`src/rtl/instr_encoder_if.sv`:
```
// Handshake bundle for instr_encoder: field-bundle input side, instruction-word output side,
// error pulses and emitted-word count. The encoder uses the slave modport, its driver the master.
interface instr_encoder_if #(
  parameter int CNT_W = 16
);
  logic             in_valid;
  logic             in_ready;
  logic [3:0]       in_mode;
  logic [4:0]       in_rd;
  logic [4:0]       in_rs1;
  logic [4:0]       in_rs2;
  logic [2:0]       in_funct3;
  logic [6:0]       in_funct7;
  logic [31:0]      in_imm;
  logic             out_valid;
  logic             out_ready;
  logic [31:0]      out_instr;
  logic             err_illegal;
  logic             err_imm;
  logic [CNT_W-1:0] emit_count;

  modport master (
    output in_valid, in_mode, in_rd, in_rs1, in_rs2, in_funct3, in_funct7, in_imm, out_ready,
    input  in_ready, out_valid, out_instr, err_illegal, err_imm, emit_count
  );

  modport slave (
    input  in_valid, in_mode, in_rd, in_rs1, in_rs2, in_funct3, in_funct7, in_imm, out_ready,
    output in_ready, out_valid, out_instr, err_illegal, err_imm, emit_count
  );
endinterface

```
`src/rtl/instr_encoder.sv`:
```
// RV32I instruction assembler: mode code + fields -> 32-bit word, queued in a DEPTH-entry FIFO.
// Optional immediate range/alignment checking is built when INSTR_ENCODER_IMM_CHECK_EN is defined.
module instr_encoder #(
  parameter int DEPTH = 2,
  parameter int CNT_W = 16
) (
  input  logic          clk,
  input  logic          rst_n,
  instr_encoder_if.slave bus
);

  localparam int AW = $clog2(DEPTH);
  localparam int OW = $clog2(DEPTH + 1);

  localparam logic [6:0] OP_R      = 7'b0110011;
  localparam logic [6:0] OP_IMM    = 7'b0010011;
  localparam logic [6:0] OP_LOAD   = 7'b0000011;
  localparam logic [6:0] OP_STORE  = 7'b0100011;
  localparam logic [6:0] OP_BRANCH = 7'b1100011;
  localparam logic [6:0] OP_JAL    = 7'b1101111;
  localparam logic [6:0] OP_LUI    = 7'b0110111;
  localparam logic [6:0] OP_AUIPC  = 7'b0010111;
  localparam logic [6:0] OP_JALR   = 7'b1100111;

`ifdef INSTR_ENCODER_IMM_CHECK_EN
  // True when the immediate cannot be represented exactly by the chosen format.
  function automatic logic imm_bad(input logic [3:0] mode, input logic [31:0] imm);
    logic signed [31:0] s;
    logic               bad;
    s = signed'(imm);
    case (mode)
      4'd2, 4'd3, 4'd4, 4'd10: bad = (s < -32'sd2048) || (s > 32'sd2047);
      4'd5:                    bad = (s < -32'sd4096) || (s > 32'sd4094) || imm[0];
      4'd6:                    bad = (s < -32'sd1048576) || (s > 32'sd1048574) || imm[0];
      4'd7, 4'd8:              bad = (imm[11:0] != 12'h000);
      default:                 bad = 1'b0;
    endcase
    return bad;
  endfunction
`endif

  logic [31:0]      mem_q [DEPTH];
  logic [AW-1:0]    wr_ptr_q;
  logic [AW-1:0]    rd_ptr_q;
  logic [OW-1:0]    occ_q;
  logic             err_illegal_q;
  logic             err_imm_q;
  logic [CNT_W-1:0] emit_q;

  logic [31:0]      word_s;
  logic             legal_s;
  logic             accept_s;
  logic             push_s;
  logic             pop_s;
  logic             in_ready_s;
  logic             out_valid_s;
  logic             imm_bad_s;

  // Field placement per instruction format; illegal modes produce no word.
  always_comb begin
    word_s  = 32'h0000_0000;
    legal_s = 1'b1;
    case (bus.in_mode)
      4'd0: word_s = 32'h0000_0000;
      4'd1: word_s = {bus.in_funct7, bus.in_rs2, bus.in_rs1, bus.in_funct3, bus.in_rd, OP_R};
      4'd2: word_s = {bus.in_imm[11:0], bus.in_rs1, bus.in_funct3, bus.in_rd, OP_IMM};
      4'd3: word_s = {bus.in_imm[11:0], bus.in_rs1, bus.in_funct3, bus.in_rd, OP_LOAD};
      4'd4: word_s = {bus.in_imm[11:5], bus.in_rs2, bus.in_rs1, bus.in_funct3,
                      bus.in_imm[4:0], OP_STORE};
      4'd5: word_s = {bus.in_imm[12], bus.in_imm[10:5], bus.in_rs2, bus.in_rs1, bus.in_funct3,
                      bus.in_imm[4:1], bus.in_imm[11], OP_BRANCH};
      4'd6: word_s = {bus.in_imm[20], bus.in_imm[10:1], bus.in_imm[11], bus.in_imm[19:12],
                      bus.in_rd, OP_JAL};
      4'd7: word_s = {bus.in_imm[31:12], bus.in_rd, OP_LUI};
      4'd8: word_s = {bus.in_imm[31:12], bus.in_rd, OP_AUIPC};
      4'd10: word_s = {bus.in_imm[11:0], bus.in_rs1, 3'b000, bus.in_rd, OP_JALR};
      default: begin
        word_s  = 32'h0000_0000;
        legal_s = 1'b0;
      end
    endcase
  end

`ifdef INSTR_ENCODER_IMM_CHECK_EN
  assign imm_bad_s = imm_bad(bus.in_mode, bus.in_imm);
`else
  assign imm_bad_s = 1'b0;
`endif

  // in_ready looks only at registered occupancy, so a full FIFO never accepts even when popping.
  assign in_ready_s  = (occ_q != OW'(DEPTH));
  assign out_valid_s = (occ_q != OW'(0));
  assign accept_s    = bus.in_valid && in_ready_s;
  assign push_s      = accept_s && legal_s;
  assign pop_s       = out_valid_s && bus.out_ready;

  // FIFO storage, pointers, occupancy, error pulses and emitted-word counter.
  always_ff @(posedge clk or negedge rst_n) begin
    if (!rst_n) begin
      for (int i = 0; i < DEPTH; i++) begin
        mem_q[i] <= 32'h0000_0000;
      end
      wr_ptr_q      <= AW'(0);
      rd_ptr_q      <= AW'(0);
      occ_q         <= OW'(0);
      err_illegal_q <= 1'b0;
      err_imm_q     <= 1'b0;
      emit_q        <= CNT_W'(0);
    end else begin
      if (push_s) begin
        mem_q[wr_ptr_q] <= word_s;
        wr_ptr_q        <= wr_ptr_q + AW'(1);
      end
      if (pop_s) begin
        rd_ptr_q <= rd_ptr_q + AW'(1);
      end
      case ({push_s, pop_s})
        2'b10:   occ_q <= occ_q + OW'(1);
        2'b01:   occ_q <= occ_q - OW'(1);
        default: occ_q <= occ_q;
      endcase
      err_illegal_q <= accept_s && !legal_s;
      err_imm_q     <= push_s && imm_bad_s;
      if (pop_s && (emit_q != {CNT_W{1'b1}})) begin
        emit_q <= emit_q + CNT_W'(1);
      end
    end
  end

  assign bus.in_ready    = in_ready_s;
  assign bus.out_valid   = out_valid_s;
  assign bus.out_instr   = out_valid_s ? mem_q[rd_ptr_q] : 32'h0000_0000;
  assign bus.err_illegal = err_illegal_q;
  assign bus.err_imm     = err_imm_q;
  assign bus.emit_count  = emit_q;

endmodule
```
`src/flat_wrapper.sv`:
```
// flat-port wrapper written by rule: the top's interface ports become plain ports
module instr_encoder_flat 
#(
  parameter int DEPTH = 2,
  parameter int CNT_W = 16
)
  (clk, rst_n, bus_in_valid, bus_in_mode, bus_in_rd, bus_in_rs1, bus_in_rs2, bus_in_funct3, bus_in_funct7, bus_in_imm, bus_out_ready, bus_in_ready, bus_out_valid, bus_out_instr, bus_err_illegal, bus_err_imm, bus_emit_count);
  instr_encoder_if #(.CNT_W(CNT_W)) bus_i ();
  input  logic clk;
  input  logic rst_n;
  input wire logic [$bits(bus_i.in_valid)-1:0] bus_in_valid;
  input wire logic [$bits(bus_i.in_mode)-1:0] bus_in_mode;
  input wire logic [$bits(bus_i.in_rd)-1:0] bus_in_rd;
  input wire logic [$bits(bus_i.in_rs1)-1:0] bus_in_rs1;
  input wire logic [$bits(bus_i.in_rs2)-1:0] bus_in_rs2;
  input wire logic [$bits(bus_i.in_funct3)-1:0] bus_in_funct3;
  input wire logic [$bits(bus_i.in_funct7)-1:0] bus_in_funct7;
  input wire logic [$bits(bus_i.in_imm)-1:0] bus_in_imm;
  input wire logic [$bits(bus_i.out_ready)-1:0] bus_out_ready;
  output wire logic [$bits(bus_i.in_ready)-1:0] bus_in_ready;
  output wire logic [$bits(bus_i.out_valid)-1:0] bus_out_valid;
  output wire logic [$bits(bus_i.out_instr)-1:0] bus_out_instr;
  output wire logic [$bits(bus_i.err_illegal)-1:0] bus_err_illegal;
  output wire logic [$bits(bus_i.err_imm)-1:0] bus_err_imm;
  output wire logic [$bits(bus_i.emit_count)-1:0] bus_emit_count;
  assign bus_i.in_valid = bus_in_valid;
  assign bus_i.in_mode = bus_in_mode;
  assign bus_i.in_rd = bus_in_rd;
  assign bus_i.in_rs1 = bus_in_rs1;
  assign bus_i.in_rs2 = bus_in_rs2;
  assign bus_i.in_funct3 = bus_in_funct3;
  assign bus_i.in_funct7 = bus_in_funct7;
  assign bus_i.in_imm = bus_in_imm;
  assign bus_i.out_ready = bus_out_ready;
  assign bus_in_ready = bus_i.in_ready;
  assign bus_out_valid = bus_i.out_valid;
  assign bus_out_instr = bus_i.out_instr;
  assign bus_err_illegal = bus_i.err_illegal;
  assign bus_err_imm = bus_i.err_imm;
  assign bus_emit_count = bus_i.emit_count;
  instr_encoder #(.DEPTH(DEPTH), .CNT_W(CNT_W)) u_core (.clk(clk), .rst_n(rst_n), .bus(bus_i));
endmodule
```
`config.mk`:
```
export PLATFORM = sky130hd
export DESIGN_NAME = instr_encoder_flat
export DESIGN_NICKNAME = d
export VERILOG_FILES = /design/src/rtl/instr_encoder_if.sv /design/src/rtl/instr_encoder.sv /design/src/flat_wrapper.sv
export SDC_FILE = /design/constraint.sdc
export NUM_CORES = 1
export LEC_CHECK = 0
export ABC_AREA = 1
export BUFFER_PORTS_ARGS = -buffer_cell sky130_fd_sc_hd__buf_4
export CAP_MARGIN = 5
export CORE_UTILIZATION = 35
export CTS_BUF_LIST = sky130_fd_sc_hd__clkbuf_8 sky130_fd_sc_hd__clkbuf_16
export DETAILED_ROUTE_END_ITERATION = 12
export GPL_ROUTABILITY_DRIVEN = 0
export HOLD_SLACK_MARGIN = 0.03
export PLACE_DENSITY = 0.59
export SLEW_MARGIN = 10
export SYNTH_ARGS = -nofsm -noshare
export SYNTH_HDL_FRONTEND = slang
export SYNTH_SLANG_ARGS = --single-unit
```
`constraint.sdc`:
```
create_clock -name clk -period 3.5 [get_ports clk]
set_input_delay 0.525 -clock clk [delete_from_list [all_inputs] [get_ports clk]]
set_output_delay 0.525 -clock clk [all_outputs]
set_load 0.01 [all_outputs]
```
==> flow_summary_export.csv <==
group,metric,value,unit
synthesis,synth_area,0.00456,sq mm
floorplan,die_h,116,microns
synthesis,yosysSeqAreaShare,45.5,%
power,leakage,3.11,nW
setup_path,cpPeakStageDelay,0.44,ns
power,power_density,730,mW/mm^2
global_route,antenna_found_initial,0,
clocking,numCtsBuffers,9,
final_layout,final_cell_mix,"nand2_1, buf_4, dfrtp_1",
clocking,tritoncts,"built",
sta,relSlewSlack,28.8,%
sta,fmax,0.415,GHz
run,maxCapViolCount,0,
clocking,cts_buffer_depth,2,
clocking,root_buffer,"clkbuf_16",
synthesis,avgSynthCellArea,6.92,sq um
routing,drtAntennaViolNets,0,
floorplan,fp.dieW,116,microns
power,peakVddDrop,255,uV
setup_path,crit_type,"flip-flop to primary output",
synthesis,synth_cells,660,
placement,dpl-instance-area,0.00553,sq mm
sta,finalCritPeriodShare,68.8,%
sta,period_minus_slack,2.41,ns
routing,firstDrtPassIters,5,
clocking,hold_buffers,0,
synthesis,syn_nets,727,
synthesis,synth-seq-cells,83,
routing,drt-initial-drc-count,388,
power,p_total,0.00422,W
setup_path,slowest_stage,"dfrtp_1",
clocking,cts_setup_buffers,0,
floorplan,pin_count,117,
setup_path,start_kind,"flip-flop",
placement,dpl.hpwl,9.22,mm
routing,vias,4545,
floorplan,core_area,0.0127,sq mm
routing,wl,13.0,mm
final_layout,final_cell_area,0.00578,sq mm
global_route,grt_pass1_wl,21.0,mm
setup_path,critPathRequiredTime,2.97,ns
sta,drv_slew,0,
routing,via_per_inst,4.84,
sta,final.setup_skew,0.0104,ns
floorplan,fp-row-count,41,
sta,setup_viol,0,
min_path,hold_path_class,"primary input to asynchronous set/reset pin",
sta,setup-tns-final,0,ns
clocking,htreeDepth,3,
synthesis,synth_ff_type,"dfrtp_1",
sta,max_slew.worst_pin.slew,1.07,ns
sta,rsz0062_at_grt,"no",
final_layout,final_layout_size_suffix_gt1_share,19.4,%
synthesis,synthTopCellsByArea,"dfrtp_1, nand2_1, a21oi_1",
final_layout,layout.nets,832,
clocking,clk_latency,0.33,ns
synthesis,synth_top_area_share,45.5,%
setup_path,crit_chain,"nor2_2, inv_1, o21ai_0, a21oi_1, buf_4",
global_route,grt_max_degree,84,
synthesis,yosys_warnings,0,
setup_path,arrival,1.88,ns
final_layout,final_common_cell,"nand2_1",
synthesis,yosys.area.top_type,"dfrtp_1",
floorplan,dieArea,0.0135,sq mm
final_layout,syn_to_final_growth,26.7,%
clocking,numClockSinks,83,
clocking,cts_resized,0,
sta,hold_viol_final,0,
placement,port-buffer-count,115,
synthesis,synth-edff-count,0,
outcome,status,"finished clean",
floorplan,initial_core_util,36.0,%
final_layout,diodes,0,
clocking,clkTransAtPathRegs,0.06,ns
setup_path,critPathMaxFanout,10,
routing,route.detailed.drc,0,
global_route,grt_overflow,0,
routing,wl_per_cell,13.8,microns
synthesis,synthArstFlopShare,100,%
global_route,grt.total_usage,20.2,%
setup_path,critPathCaptureType,"primary output",
synthesis,yosysUniqueCellTypes,30,
global_route,grt_pass1_vias,4265,
[report_power, final]
part	internal (W)	total [W]	switching, W
Combinational	0.000748	0.00182	0.00107
Sequential	0.00133	0.00157	0.000240
Clock	0.000465	0.000828	0.000363
Total	0.00254	0.00422	0.00168
[routing by layer]
metal / routed length (microns) / GRT usage, % / vias up
li1: - / - / 2251
met1: 6330 / 28.7 / 2134
met2: 5850 / 31.1 / 156
met3: 727 / 4.15 / 4
met4: 61 / 5.56 / 0
met5: 0 / 0 / -
[state kept, by name, indices dropped and copies added (netlist names)]
signal / flops
u_core.wr_ptr_q: 1
u_core.bus.emit_count: 16
u_core.occ_q: 2
u_core.mem_q: 62
u_core.bus.err_illegal: 1
u_core.rd_ptr_q: 1
[final timing paths]
check                                      start                     end  slack, ns  cells after the start
min in group clk                u_core.mem_q[44]        u_core.mem_q[44]       0.48                      2
worst max register to register   u_core.occ_q[0]         u_core.occ_q[1]       1.40                      7
worst min-delay path                       rst_n        u_core.mem_q[42]       0.37                      1
worst max-delay path             u_core.occ_q[0]        bus_out_instr[6]       1.09                      5
max in group asynchronous                  rst_n  u_core.bus.err_illegal       2.43                      1
worst min register to register  u_core.mem_q[44]        u_core.mem_q[44]       0.48                      2
[synthesized netlist by cell type, drive strengths merged, types with 2 or more instances]
cell / number
nand2: 363
xor2: 5
clkbuf: 7
nor3: 2
nor2: 32
ha: 2
inv: 40
nand3: 26
o21ai: 26
nand4: 5
xnor2: 8
dfrtp: 83
buf: 18
a21oi: 38
[critical path: cells and delay by family (launching register included)]
kind            cells  cell delay (ns)
flops               1             0.44
simple gates        1             0.42
compound gates      2             0.23
buf+inv             2             0.46
[stage by stage]
stage                     setup slack (ns)  instances  utilization [%]  hold WS, ns
after floorplan                       1.80        660                -        0.229
after global placement                1.32        926             43.7        0.449
after detailed placement              1.21        926             43.7        0.460
after CTS                             1.06        940             45.6        0.450
after global routing                 0.930        940             45.6        0.490
final                                 1.09        940             45.6        0.370
[kinds of logic after synthesis]
kind of cell / count (synthesis) / synth area share [%]
AOI/OAI and AO/OA: 66 / 7.43
xor gates and xnor gates: 13 / 2.49
adders and majority gates: 2 / 0.548
buffers and inverters: 65 / 6.44
DFF: 83 / 45.5
other: 1 / 0.0822
and+or+nand+nor: 430 / 37.5
[layout make-up]
type                       count  area (sq um)
fill                        1261          6890
multi-input combinational    512          2200
sequential                    83          2080
timing repair buffer         119           893
clock buffer                   9           225
tap                          172           215
inverter                      40           150
clock inverter                 5          25.0
(Power assumes the default switching activity.)
